## config.mk

```make
export PLATFORM = sky130hd
export DESIGN_NAME = seq_adder
export DESIGN_NICKNAME = d
export VERILOG_FILES = /design/src/rtl/seq_adder.sv
export SDC_FILE = /design/constraint.sdc
export NUM_CORES = 1
export LEC_CHECK = 0
export ABC_AREA = 1
export CAP_MARGIN = 20
export CORE_MARGIN = 2
export CORE_UTILIZATION = 40
export CTS_CLUSTER_SIZE = 30
export DETAILED_ROUTE_END_ITERATION = 7
export GPL_ROUTABILITY_DRIVEN = 0
export MAX_ROUTING_LAYER = met4
export PLACE_DENSITY = 0.76
export SLEW_MARGIN = 40
export SYNTH_ARGS = -nofsm -noshare
export SYNTH_HDL_FRONTEND = slang
export SYNTH_SLANG_ARGS = --single-unit
```

## constraint.sdc

```tcl
create_clock -name clk -period 2.9 [get_ports clk]
set_clock_uncertainty 0.05 [all_clocks]
set_input_delay 0.29 -clock clk [delete_from_list [all_inputs] [get_ports clk]]
set_output_delay 0.29 -clock clk [all_outputs]
set_load 0.05 [all_outputs]
```

## src/rtl/seq_adder.sv

```systemverilog
// Multi-cycle adder: adds one CHUNK-bit slice per clock, LSB slice first, and
// publishes sum/cout/ovf together with a one-cycle done pulse. WIDTH must be a multiple of CHUNK.
module seq_adder #(
  parameter int WIDTH = 16,
  parameter int CHUNK = 4
) (
  input  logic             clk,
  input  logic             rst_n,
  input  logic             start,
  input  logic [WIDTH-1:0] a,
  input  logic [WIDTH-1:0] b,
  input  logic             cin,
  output logic             busy,
  output logic             done,
  output logic [WIDTH-1:0] sum,
  output logic             cout,
  output logic             ovf
);

  localparam int NCHUNK = WIDTH / CHUNK;
  localparam int CW     = $clog2(NCHUNK + 1);

  typedef enum logic {S_IDLE, S_ADD} state_t;

  state_t           r_state;
  logic [WIDTH-1:0] r_a;
  logic [WIDTH-1:0] r_b;
  logic             r_carry;
  logic [CW-1:0]    r_cnt;

  logic [CHUNK:0]   w_slice;
  logic [WIDTH-1:0] w_a_next;
  logic [WIDTH-1:0] w_b_next;
  logic             w_last;
  logic             w_ovf;

  assign w_slice = {1'b0, r_a[CHUNK-1:0]} + {1'b0, r_b[CHUNK-1:0]} + {{CHUNK{1'b0}}, r_carry};
  assign w_last  = (r_cnt == CW'(NCHUNK - 1));
  // On the last slice the low bits of r_a/r_b hold the original operand MSBs.
  assign w_ovf   = r_a[CHUNK-1] ^ r_b[CHUNK-1] ^ w_slice[CHUNK-1] ^ w_slice[CHUNK];

  // r_a rotates right, refilling from the top with finished slices, so after
  // NCHUNK steps it holds the complete sum.
  generate
    if (NCHUNK == 1) begin : g_single
      assign w_a_next = w_slice[CHUNK-1:0];
      assign w_b_next = '0;
    end else begin : g_multi
      assign w_a_next = {w_slice[CHUNK-1:0], r_a[WIDTH-1:CHUNK]};
      assign w_b_next = {{CHUNK{1'b0}}, r_b[WIDTH-1:CHUNK]};
    end
  endgenerate

  always_ff @(posedge clk or negedge rst_n) begin
    if (!rst_n) begin
      r_state <= S_IDLE;
      r_a     <= '0;
      r_b     <= '0;
      r_carry <= 1'b0;
      r_cnt   <= '0;
      busy    <= 1'b0;
      done    <= 1'b0;
      sum     <= '0;
      cout    <= 1'b0;
      ovf     <= 1'b0;
    end else begin
      done <= 1'b0;
      case (r_state)
        S_IDLE: begin
          if (start) begin
            r_a     <= a;
            r_b     <= b;
            r_carry <= cin;
            r_cnt   <= '0;
            busy    <= 1'b1;
            r_state <= S_ADD;
          end
        end
        S_ADD: begin
          r_a     <= w_a_next;
          r_b     <= w_b_next;
          r_carry <= w_slice[CHUNK];
          r_cnt   <= r_cnt + 1'b1;
          if (w_last) begin
            sum     <= w_a_next;
            cout    <= w_slice[CHUNK];
            ovf     <= w_ovf;
            done    <= 1'b1;
            busy    <= 1'b0;
            r_state <= S_IDLE;
          end
        end
        default: r_state <= S_IDLE;
      endcase
    end
  end

endmodule

```

==> metrics.txt <==
total gr overflow=0; die width=82.88 um; post-route ant nets=0; final hold viol count=0; power per cell area=1155 nW/um^2; CP endpoint kind=register; cell row count=28; First DRT Iteration DRCs=130; fin crit share=0.7095; final setup vio count=0; maximum VDD drop=0.5740 mV; synthesis-to-finish area growth=32.08%; Syn Nets=321; most common library cell in the layout ignoring fill and taps=nand2_1; Worst Tran Pin Value=0.7233 ns; routed length per instance=12.54 um; unrepaired setup endpoints after global routing=no; CP required=3.06 ns; CTS tree=done; Syn. warnings=0; design area=3287 sq um; #FFs+latches synth=57; initial antenna violation count=0; cell area after synthesis=2489 sq um; FF-to-FF path depth=4; Pins Over Slew Limit=0; placed inst area=3069 sq um; Top Metal Used=met4; fmax=486.0 MHz; Leak=0.001555 uW; first-pass GRT wire length=8.749 mm; HPWL after detailed placement=3.761 mm; most frequent cells in the layout=nand2_1, dfrtp_1, clkdlybuf4s50_1; crit path DAT=2.22 ns; status=complete, no violations; root buf cell=clkbuf_8; post-synthesis cell count=278; fraction of layout cells with a size suffix above 1=0.06509; Max-slew headroom=0.5178; Final Critical Period=2.058 ns; cts repair resizes=0; cell total after placement=396; Vias=1975; Min-Delay Path Depth=2; pin count of the biggest net entering global routing=35; Die Footprint=6868 sq um; # port buffers=55; IO Pins=56; DRC=0; ant diodes=0; Distinct cells, synth=22; nets=376; sequential share of the synthesized area=0.5732; met2 WL=2.426 mm; kind of start point of the critical path=register; Worst-Skew Late Latency=0.32 ns; drt first pass iters=4; total clock buffers created by CTS=9; GR Util All Layers=0.1637; Routed WL=5.179 mm; WL met1=2.453 mm; CORE AREA=5956 sq um; DR vias/cell=4.782; vias in the first global route=1922; Bufs on Longest Clock Path=2; clk sink count=57; WL met3=267 um; die height=82.88 um; Initial Util=0.4179; kind of critical path=reg2reg; crit path max fanout=23; H-Tree Depth=3; HP Class=reg2reg; non-filler cells, final=413; Avg Inst Size Synth=8.952 sq um; maxcap violations=0; clock transition at the registers of the reported paths=0.06 ns; setup_tns=0 ns
## path summary, 6_finish.rpt
kind	slack, ns	to	startpoint
worst max-delay path	0.84	r_b[13]$_DFFE_PN0P_	r_state$_DFF_PN0_
worst min-delay path	0.42	sum[15]$_DFFE_PN0P_	sum[15]$_DFFE_PN0P_
worst max register to register	0.84	r_b[13]$_DFFE_PN0P_	r_state$_DFF_PN0_
min in group asynchronous	0.47	sum[5]$_DFFE_PN0P_	rst_n
max in group asynchronous	1.52	r_b[4]$_DFFE_PN0P_	rst_n
worst min register to register	0.42	sum[15]$_DFFE_PN0P_	sum[15]$_DFFE_PN0P_
## metal layers
| layer | up-vias | GRT usage |
|---|---|---|
| met1 | 919 | 0.2090 |
| met5 | - | - |
| li1 | 996 | - |
| met3 | 4 | 0.05666 |
| met4 | 0 | 0.04471 |
| met2 | 56 | 0.2500 |
## synth_stat cells (all sizes together)
| master | instances | area share |
|---|---|---|
| o22ai | 1 | 0.0025 |
| nand3b | 1 | 0.0030 |
| nand3 | 16 | 0.032 |
| buf | 10 | 0.024 |
| ha | 5 | 0.025 |
| fa | 2 | 0.016 |
| clkbuf | 4 | 0.0060 |
| a22o | 4 | 0.014 |
| nor2 | 8 | 0.012 |
| o21ai | 12 | 0.024 |
| dfrtp | 57 | 0.57 |
| xnor2 | 1 | 0.0035 |
| inv | 25 | 0.038 |
| o211ai | 9 | 0.027 |
| o221ai | 6 | 0.021 |
| a21oi | 2 | 0.0040 |
| nand2 | 115 | 0.17 |
## where the power goes
group / switching, uW / internal [uW] / total [uW] / leakage, uW
logic: 1080 / 617 / 1700 / 0.000719
clock network: 289 / 467 / 755 / 0.000107
registers: 210 / 1140 / 1350 / 0.000729
## critical path: stages, from the launching register on
cell     delay, ns
dfrtp_1       0.81
inv_2         0.26
nand2_2       0.32
inv_2         0.24
a22o_1        0.26
## timing repair
action | CTS | global route
endpoints found under the setup margin | 0 | 0
hold buffers | 1 | 0
setup buffers | 0 | 0
endpoints found under the hold margin | 28 | 0
## flip-flops by register name, indices dropped and copies added (netlist names)
register  count
busy          1
cout          1
done          1
ovf           1
r_a          16
r_b          16
r_carry       1
r_cnt         3
r_state       1
sum          16
## layout make-up
cell class,count,area (sq um)
inverter,25,93.84
timing repair buffer,58,570.5
clock inverter,2,35.03
sequential,57,1426
tap,75,93.84
clock buffer,14,172.7
fill,562,2669
multi-input combinational,182,894.6
## through the flow
stage,worst slack [ns],total power (uW),util,hold WS (ns)
floorplan,1.119,2560,-,-0.05559
global placement,0.9185,3013,0.5153,0.2804
detailed placement,0.8564,3067,0.5153,0.2965
CTS,0.8405,3836,0.5519,0.4300
global route,0.6860,4067,0.5519,0.4536
finish,0.8424,3797,0.5519,0.4246
## kinds of logic (layout without fill, tap and decap cells)
family / Yosys count / after routing / share of synthesized area
AND/OR/NAND/NOR: 140 / 140 / 0.2217
flip-flops: 57 / 57 / 0.5732
buffers and inverters: 39 / 99 / 0.06737
AO/OA/AOI/OAI: 34 / 34 / 0.09301
adder cells (fa/ha/maj): 7 / 7 / 0.04123
XOR/XNOR: 1 / 1 / 0.003520
Note: power is estimated with default switching activity, not from simulation.
